[config.mk]
export PLATFORM = sky130hd
export DESIGN_NAME = sha256_block_sequencer
export DESIGN_NICKNAME = d
export VERILOG_FILES = /design/src/rtl/sha256_block_sequencer.sv
export SDC_FILE = /design/constraint.sdc
export NUM_CORES = 1
export LEC_CHECK = 0
export BUFFER_PORTS_ARGS = -buffer_cell sky130_fd_sc_hd__buf_2
export CORE_UTILIZATION = 53
export CTS_BUF_LIST = sky130_fd_sc_hd__clkbuf_8 sky130_fd_sc_hd__clkbuf_16
export DETAILED_ROUTE_END_ITERATION = 8
export HOLD_SLACK_MARGIN = 0.02
export MAX_ROUTING_LAYER = met4
export PLACE_DENSITY = 0.78
export SYNTH_ARGS = -nofsm -noshare
export SYNTH_HDL_FRONTEND = slang
export SYNTH_SLANG_ARGS = --single-unit
[constraint.sdc]
create_clock -name clk -period 1.8 [get_ports clk]
set_input_delay 0.18 -clock clk [delete_from_list [all_inputs] [get_ports clk]]
set_output_delay 0.18 -clock clk [all_outputs]
set_load 0.02 [all_outputs]
[src/rtl/sha256_block_sequencer.sv]
// Control sequencer for the SHA-256 compression datapath: IV load, 16-word message fetch,
// 64 rounds and digest accumulation for a job of 1..MAX_BLOCKS blocks.
module sha256_block_sequencer #(
  parameter int unsigned WORDS      = 16,
  parameter int unsigned ROUNDS     = 64,
  parameter int unsigned MAX_BLOCKS = 2
) (
  input  logic       clk,
  input  logic       rst_n,
  input  logic       start,
  input  logic [1:0] num_blocks,
  input  logic       abort,
  input  logic       msg_valid,
  output logic       msg_ready,
  output logic [3:0] msg_word_idx,
  output logic       load_iv,
  output logic       abc_load,
  output logic       round_en,
  output logic [5:0] round,
  output logic       h_update,
  output logic [1:0] block_sel,
  output logic       busy,
  output logic       done,
  output logic       err
);

  localparam logic [3:0] LastWord  = 4'(WORDS - 1);
  localparam logic [5:0] LastRound = 6'(ROUNDS - 1);
  localparam logic [1:0] MaxBlk    = 2'(MAX_BLOCKS);

  typedef enum logic [2:0] {StIdle, StInit, StLoad, StRound, StUpdate, StDone} state_e;

  state_e     state_q, state_d;
  logic [3:0] word_q, word_d;
  logic [5:0] rnd_q, rnd_d;
  logic [1:0] blk_q, blk_d;
  logic [1:0] nblk_q, nblk_d;
  logic [1:0] sel_q, sel_d;
  logic       err_q, err_d;

  always_ff @(posedge clk or negedge rst_n) begin
    if (!rst_n) begin
      state_q <= StIdle;
      word_q  <= '0;
      rnd_q   <= '0;
      blk_q   <= '0;
      nblk_q  <= '0;
      sel_q   <= '0;
      err_q   <= 1'b0;
    end else begin
      state_q <= state_d;
      word_q  <= word_d;
      rnd_q   <= rnd_d;
      blk_q   <= blk_d;
      nblk_q  <= nblk_d;
      sel_q   <= sel_d;
      err_q   <= err_d;
    end
  end

  always_comb begin
    state_d   = state_q;
    word_d    = word_q;
    rnd_d     = rnd_q;
    blk_d     = blk_q;
    nblk_d    = nblk_q;
    sel_d     = sel_q;
    err_d     = 1'b0;
    msg_ready = 1'b0;
    load_iv   = 1'b0;
    abc_load  = 1'b0;
    round_en  = 1'b0;
    h_update  = 1'b0;
    busy      = 1'b0;
    done      = 1'b0;

    case (state_q)
      StIdle: begin
        if (start && !abort) begin
          if (num_blocks != 2'd0 && num_blocks <= MaxBlk) begin
            nblk_d  = num_blocks;
            sel_d   = 2'd0;
            state_d = StInit;
          end else begin
            err_d = 1'b1;
          end
        end
      end
      StInit: begin
        busy    = 1'b1;
        load_iv = 1'b1;
        blk_d   = 2'd1;
        state_d = StLoad;
      end
      StLoad: begin
        busy      = 1'b1;
        msg_ready = 1'b1;
        if (msg_valid) begin
          if (word_q == LastWord) begin
            word_d   = '0;
            abc_load = 1'b1;
            state_d  = StRound;
          end else begin
            word_d = word_q + 4'd1;
          end
        end
      end
      StRound: begin
        busy     = 1'b1;
        round_en = 1'b1;
        if (rnd_q == LastRound) begin
          rnd_d   = '0;
          // Present the block code to the H registers during the UPDATE cycle itself.
          sel_d   = blk_q;
          state_d = StUpdate;
        end else begin
          rnd_d = rnd_q + 6'd1;
        end
      end
      StUpdate: begin
        busy     = 1'b1;
        h_update = 1'b1;
        if (blk_q < nblk_q) begin
          blk_d   = blk_q + 2'd1;
          state_d = StLoad;
        end else begin
          state_d = StDone;
        end
      end
      StDone: begin
        busy    = 1'b1;
        done    = 1'b1;
        state_d = StIdle;
      end
      default: state_d = StIdle;
    endcase

    // Abort overrides everything and suppresses any commit to the digest.
    if (abort && state_q != StIdle) begin
      state_d  = StIdle;
      word_d   = '0;
      rnd_d    = '0;
      blk_d    = '0;
      sel_d    = '0;
      abc_load = 1'b0;
      h_update = 1'b0;
      done     = 1'b0;
    end
  end

  assign msg_word_idx = word_q;
  assign round        = rnd_q;
  assign block_sel    = sel_q;
  assign err          = err_q;

endmodule

Word level (Yosys, flattened, before mapping)
Index checks and enable logic that the tools add are counted. Widths: inputs -> output; s select.

Bits in latches: 0. Bits in writable memories: 0. Memories: 0. Bits in registers: 20. Bits of input ports: 7. Memory bits (read-only): 0.

Add/subtract/negate cells: 3. Multiplexer cells: 38. Shift operators: 0. Reductions and logical operators: 18. Divide/modulo/power cells: 0. Bitwise logic cells: 0. Equality and inequality tests: 13. Order comparisons: 2. Multipliers: 0.

Operators by type and width (number): $mux 3 (7); $mux 6 (3); $ne 3x3->1 const B (6); $mux 4 (4); $mux 1 (15); $pmux 3 s5 (1); $mux 2 (6); $reduce_bool 3->1 (3); $pmux 2 s2 (2); $reduce_bool 2->1 (4); $add 6x1->6 const B (1); $eq 3x2->1 const B (2); $eq 3x3->1 const B (2); $eq 6x6->1 const B (1); $reduce_and 5->1 (1); $reduce_or 5->1 (1); $add 4x1->4 const B (1); $eq 4x4->1 const B (1); $reduce_and 2->1 (2); $reduce_and 4->1 (1); $eq 3x1->1 const B (1); $logic_and 1x1->1 (3); $logic_not 3->1 (1); $reduce_and 3->1 (1); other kinds (4) (4).

Depth between registers and ports, before layout
Gate-level depths: netlist of the first run.

Word-level depth: 6. Depth in mapped cells: 6. Depth with buffers taken out: 5.

Least setup slack after synthesis of the first run
OpenSTA, ideal clock, no wires.

Kind: flip-flop to flip-flop. From: register state_q[2]. To: register blk_q[1]. Path slack: 0.130 ns. Stages on the path, launching flop included: 5. Required time: 1.675 ns. Arrival: 1.545 ns. Cell sequence: dfrtp_1 buf_2 nor3b_1 nor2_1 mux2_2.

Cells in the longest elaborated chain, start to end: 4.

Ends and longest elaborated chain: start: declaration (RTL line 33) `state_e state_q, state_d;`; start signal: assignment (RTL line 43) `state_q <= StIdle;`; start signal: assignment (RTL line 51) `state_q <= state_d;`; $reduce_bool 3->1 (RTL line 139) `if (abort && state_q != StIdle) begin`; $logic_and 1x1->1 (RTL line 139); $ne 3x3->1 (no line) or $reduce_bool 3->1 (tied branches); $reduce_and 2->1 (no line); end signal: assignment (RTL line 54) `blk_q <= blk_d;`; end: declaration (RTL line 36) `logic [1:0] blk_q, blk_d;`.

Several ways; a longest one is shown, not always the timed one. A chain may end at the register's enable or synchronous reset.

Worst setup path in the final report of the first run
From: register state_q[1]. To: output port abc_load.

Cells in the longest elaborated chain, start to end: 3.

Ends and longest elaborated chain: $eq 3x2->1 or $reduce_bool 3->1 (tied branches) (RTL line 77, 139); $mux 1 or $logic_and 1x1->1 (tied branches) (RTL line 77, 139); $mux 1 (*) (RTL line 139); end: declaration (RTL line 17) `output logic abc_load,`.

Mark *: on every way between the ends. The rest lies on a longest branch, timed or not.

==> flow_metrics.env, run 1 <==
export IMPL_seq_area_frac_synth=0.4162
export IMPL_crit_path_max_fanout=11
export IMPL_clk_latency_ps=250
export IMPL_p_int_mw=0.9388
export IMPL_cts_reportedPaths_clkPinSlew_ps=70
export IMPL_clk_path_buf_depth=2
export IMPL_finalPower_mw=1.564
export IMPL_synth_edf_count=0
export IMPL_synth_compound_area_frac=0.1675
export IMPL_grt_max_degree=21
export IMPL_grt_use_total=0.2375
export IMPL_rsz0062_at_grt="no"
export IMPL_core_um2=2042
export IMPL_port_buffers=26
export IMPL_p_sw_frac=0.3998
export IMPL_finalHoldViolations=0
export IMPL_overflow=0
export IMPL_die_area_um2=2463
export IMPL_syn_nets=147
export IMPL_root_buffer="clkbuf_8"
export IMPL_timing_fmax_mhz=591.7
export IMPL_syn2layout_area_growth_pct=18.94
export IMPL_start_util=0.5888
export IMPL_synth_simple_gate_area_frac=0.2664
export IMPL_ys_ff_latch=20
export IMPL_synth_top_area_share=0.4162
export IMPL_synth_top_family_by_area="simple AND/OR/NAND/NOR gates"
export IMPL_power_frac_clock=0.182
export IMPL_fin_nets=178
export IMPL_power_frac_seq=0.398
export IMPL_syn_area_per_cell_um2=8.777
export IMPL_die_width_um=49.63
export IMPL_tritoncts="built"
export IMPL_die_h_um=49.63
export IMPL_status="completed"
export IMPL_vias=1109
export IMPL_gp_congestion=0.8654
export IMPL_rows=16
export IMPL_p_sw_mw=0.6252
export IMPL_place_area_um2=1358
export IMPL_setup_tns_ps=0
export IMPL_io_pins=27
export IMPL_ctsHtreeMaxLevel=1
export IMPL_yosysTopAreaCell="dfrtp_1"
export IMPL_worstPathRequired_ps=1620
export IMPL_skew_ps=2.091
export IMPL_wl_per_cell_um=13.17
export IMPL_synthArstFlopShare=1.000
export IMPL_arrival_ps=1510
export IMPL_worst_setup_path_end_kind="output pin"
export IMPL_slew_headroom=0.6612
export IMPL_slew_viol_final=0
export IMPL_dp_hpwl_um=1862
export IMPL_post_route_period_util=0.9389
export IMPL_synth_cell_types=39
export IMPL_final_cells=193
export IMPL_p_leak_nw=0.7074
export IMPL_synth_cells=137
export IMPL_grt_pass1_wl_um=4374
export IMPL_drive_above_1_share=0.2590
export IMPL_synth_top_cells_by_area="dfrtp_1 (42%), nor2_1 (5.6%), a21oi_1 (4.6%)"
export IMPL_viasPerCell=5.746
export IMPL_synthFlopType="dfrtp_1"
export IMPL_synth_area_um2=1202
export IMPL_setup_viol=0
export IMPL_powerDensity_nw_per_um2=1094
export IMPL_period_minus_slack_ps=1690
export IMPL_ir_drop_mv=0.7177
export IMPL_final_area_um2=1430
export IMPL_cts_sinks=20
export IMPL_combPwrFrac=0.420
export IMPL_tightest_slew_ps=502.8
export IMPL_hp_class="in2reg"
export IMPL_ant_nets=0
export IMPL_first_pass_iters=4
export IMPL_dp_cells=187
export IMPL_muxShareOfSynthArea=0.05099
export IMPL_cp_start_kind="flip-flop"
export IMPL_drc=0
export IMPL_cts_buffers=3
export IMPL_path_class="reg2out"
export IMPL_synth_xor_area_frac=0.02914
export IMPL_synth_fa_ha_area_frac=0.03122
export IMPL_maxCapViolations=0
export IMPL_diodes=0
export IMPL_wl_um=2542
export IMPL_drt_initial_drc_count=37
export IMPL_yosysWarnings=0
export IMPL_antenna_found_initial=0
export IMPL_grt_pass1_vias=1021
[timing repair]
item / in CTS / in global routing
resized for setup: 1 / 1
endpoints found under the setup margin: 1 / 1
hold buffers: 1 / 0
hold endpoints to repair: 20 / 0
setup buffers: 0 / 2
[placed cells by master, fill, tap and decap left out, drive strengths merged, types with 2 or more instances in the layout]
| cell | n |
|---|---|
| xor2 | 3 |
| and4bb | 2 |
| nand4 | 4 |
| ha | 3 |
| nand2b | 4 |
| nor3 | 4 |
| inv | 4 |
| buf | 31 |
| mux2i | 5 |
| and2 | 2 |
| dfrtp | 20 |
| a31oi | 3 |
| nor2 | 18 |
| o21ai | 8 |
| nand2 | 15 |
| and4 | 2 |
| nand3 | 6 |
| clkbuf | 3 |
| a21oi | 11 |
[worst paths after layout]
| check | depth (start not counted) | to | slack, ps | start |
|---|---|---|---|---|
| worst max-delay path | 4 | abc_load | 110 | state_q[1] |
| worst min register to register | 2 | block_sel[0] | 530 | block_sel[0] |
| min in group asynchronous | 2 | blk_q[1] | 390 | rst_n |
| max in group asynchronous | 2 | state_q[0] | 1070 | rst_n |
| worst max register to register | 5 | block_sel[0] | 180 | round[0] |
| worst min-delay path | 2 | nblk_q[1] | 170 | num_blocks[0] |
[Yosys cell counts, types with 2 or more instances]
master and number:
dfrtp_1 20, nor2_1 18, nand2_1 14, a21oi_1 11, o21ai_0 8, nand3_1 6
mux2i_1 5, buf_2 4, inv_1 4, nand2b_1 4, nand4_1 4, nor3_1 4
a31oi_1 3, ha_1 3, xor2_1 3, and2_1 2, and4_1 2
[metrics by stage]
stage                     setup slack (ps)  hold slack (ps)    util
after CTS                            21.01            178.5  0.6906
after detailed placement             177.6            155.0  0.6648
after global placement               232.6            149.8  0.6648
after global routing                0.7133            174.1  0.7004
final                                110.0            173.5  0.7004
after floorplan                      130.0           -115.6       -
[logic make-up after synthesis]
family | after synthesis
xor gates and xnor gates | 4
muxes | 6
adders and majority gates | 3
and+or+nand+nor | 62
buffers and inverters | 10
DFF | 20
AOI/OAI and AO/OA | 32
[power groups by stage]
stage          sequential [mW]  clock, mW  combinational, mW
2_1_floorplan            0.647          0              0.424
3_3_place_gp             0.644          0              0.582
3_5_place_dp             0.651          0              0.596
4_1_cts                  0.647      0.287              0.601
5_1_grt                  0.639      0.307              0.726
6_report                 0.622      0.284              0.657
[layer usage]
metal | track usage | wire length [µm] | vias to the layer above
li1 | - | - | 548
met1 | 0.3075 | 1201 | 521
met5 | - | 0 | -
met2 | 0.3874 | 1197 | 40
met4 | 0.05714 | 0 | 0
met3 | 0.04012 | 143 | 0
[worst max-delay path: stages, from the launching register on]
cell and delay (ps):
dfrtp_1 520, and4bb_4 320, nand2_2 80, nor3_2 150
buf_2 180
[state kept, by name, summed over array words and instances (netlist names)]
register,cells
msg_word_idx,4
blk_q,2
err,1
block_sel,2
state_q,3
nblk_q,2
round,6
[cell type report]
type / count / area (µm²)
Timing Repair Buffer: 32 / 177.7
Clock buffer: 3 / 41.29
Tap cell: 27 / 33.78
Sequential cell: 20 / 501.7
Multi-Input combinational cell: 107 / 660.6
Inverter: 4 / 15.01
Fill cell: 176 / 611.8
Note: power is estimated with default switching activity, not from simulation.
==> run 2: changes to the inputs <==
- PLACE_DENSITY: 0.78 -> unset
- PLACE_DENSITY_LB_ADDON: unset -> 0.1
- SLEW_MARGIN: unset -> 20
==> flow_metrics.env, run 2 (same netlist as run 1, synthesis figures left out) <==
export IMPL_reg2reg_depth=5
export IMPL_hp_class="in2reg"
export IMPL_ctsHtreeMaxLevel=1
export IMPL_rows=16
export IMPL_maxCapViolations=0
export IMPL_r2r_end="block_sel[0]"
export IMPL_crit_chain="and4bb_4 -> nand2_2 -> nor3_1 -> buf_2"
export IMPL_antenna_found_initial=0
export IMPL_finalPower_mw=1.733
export IMPL_clk_latency_ps=260
export IMPL_critPathTopFamily="simple AND/OR/NAND/NOR gates"
export IMPL_core_um2=2042
export IMPL_timing_fmax_mhz=580.4
export IMPL_grt_pass1_vias=965
export IMPL_finalHoldViolations=0
export IMPL_whs_endpoint="nblk_q[1]"
export IMPL_status="completed"
export IMPL_viasPerCell=5.778
export IMPL_cts_reportedPaths_clkPinSlew_ps=80
export IMPL_crit_slowest_cell="dfrtp_2"
export IMPL_fin_nets=178
export IMPL_first_pass_iters=4
export IMPL_cp_start_kind="flip-flop"
export IMPL_rsz0062_at_grt="no"
export IMPL_gp_congestion=0.9460
export IMPL_arrival_ps=1540
export IMPL_grt_pass1_wl_um=4429
export IMPL_fillCellCount=166
export IMPL_holdWs_ps=163.8
export IMPL_overflow=0
export IMPL_clk_path_buf_depth=2
export IMPL_slowest_delay_ps=470
export IMPL_die_area_um2=2463
export IMPL_setup_tns_ps=0
export IMPL_tightest_slew_ps=513.6
export IMPL_start_util=0.5888
export IMPL_finalCoreUtilization=0.7138
export IMPL_period_minus_slack_ps=1723
export IMPL_crit_path_max_fanout=10
export IMPL_ir_drop_mv=0.8895
export IMPL_regToRegStartpoint="round[0]"
export IMPL_holdCritStartpoint="num_blocks[0]"
export IMPL_worst_setup_path_end_kind="output pin"
export IMPL_root_buffer="clkbuf_8"
export IMPL_path_buf_inv=1
export IMPL_dp_hpwl_um=1893
export IMPL_setup_viol=0
export IMPL_slew_headroom=0.6540
export IMPL_largest_register_ffs=6
export IMPL_path_class="reg2out"
export IMPL_diodes=0
export IMPL_ant_nets=0
export IMPL_drive_above_1_share=0.2695
export IMPL_io_pins=27
export IMPL_grt_max_degree=21
export IMPL_r2r_slack_ps=160
export IMPL_die_width_um=49.63
export IMPL_die_h_um=49.63
export IMPL_post_route_period_util=0.9572
export IMPL_whs_path_depth=2
export IMPL_drc=0
export IMPL_tritoncts="built"
export IMPL_powerDensity_nw_per_um2=1189
export IMPL_mostFrequentLayoutCells="buf_2 (26), nor2_1 (18), dfrtp_1 (17)"
export IMPL_cts_sinks=20
export IMPL_slew_viol_final=0
export IMPL_startpoint="state_q[2]"
export IMPL_cts_buffers=3
export IMPL_port_buffers=26
export IMPL_worstPathRequired_ps=1620
export IMPL_layout_commonest_cell="buf_2"
export IMPL_drt_initial_drc_count=38
export IMPL_p_leak_nw=0.7183
export IMPL_syn2layout_area_growth_pct=21.23
export IMPL_skew_ps=1.989
export IMPL_vias=1121
export IMPL_grt_use_total=0.2422
export IMPL_wl_per_cell_um=13.50
export IMPL_wl_um=2619
-- run 2: cell count changes in the layout (fill, tap and decap cells not counted), sizes merged --
cell	delta
bufinv	+1
-- run 2: per-stage QoR --
stage               cells  setup WS (ps)  cell area (µm²)
detailed placement    187          188.3             1358
finish                194          77.02             1458
floorplan             137          130.0             1202
CTS                   192          12.54             1440
global route          194          4.835             1458
global placement      187          219.6             1358
-- run 2: area by class of cell --
class | instances | area (µm²) | share of cell area
Clock inverter | 1 | 30.03 | 0.02060
Sequential cell | 20 | 504.2 | 0.3459
Tap cell | 27 | 33.78 | 0.02318
Clock buffer | 3 | 41.29 | 0.02833
Inverter | 4 | 15.01 | 0.01030
Multi-Input combinational cell | 107 | 655.6 | 0.4498
Timing Repair Buffer | 32 | 177.7 | 0.1219
-- run 2: worst max-delay path by stage --
stage                   endpoint  slack (ps)  cells after the start
floorplan               blk_q[1]         130                      4
detailed placement  block_sel[1]         190                      5
global route            abc_load           5                      4
finish                  abc_load          80                      4
CTS                     abc_load          10                      4
global placement    block_sel[0]         220                      5
-- run 2: what timing repair did --
action	CTS	global route
hold buffers	1	0
buffers inserted	0	2
endpoints found under the hold margin	20	0
endpoints found under the setup margin	1	1
gates resized for setup	1	2
-- run 2: metal layers --
metal	vias up	global-route usage	part of all wire
li1	548	-	-
met1	514	0.3313	0.46
met2	51	0.3491	0.45
met3	8	0.04630	0.074
met4	0	0.1048	0.022
met5	-	-	0
-- run 2: power by group --
group	switching, mW	leakage, nW	total (mW)	internal, mW
clock network	0.159	0.0357	0.456	0.297
registers	0.107	0.264	0.634	0.527
logic	0.380	0.419	0.642	0.262
total	0.646	0.718	1.73	1.09
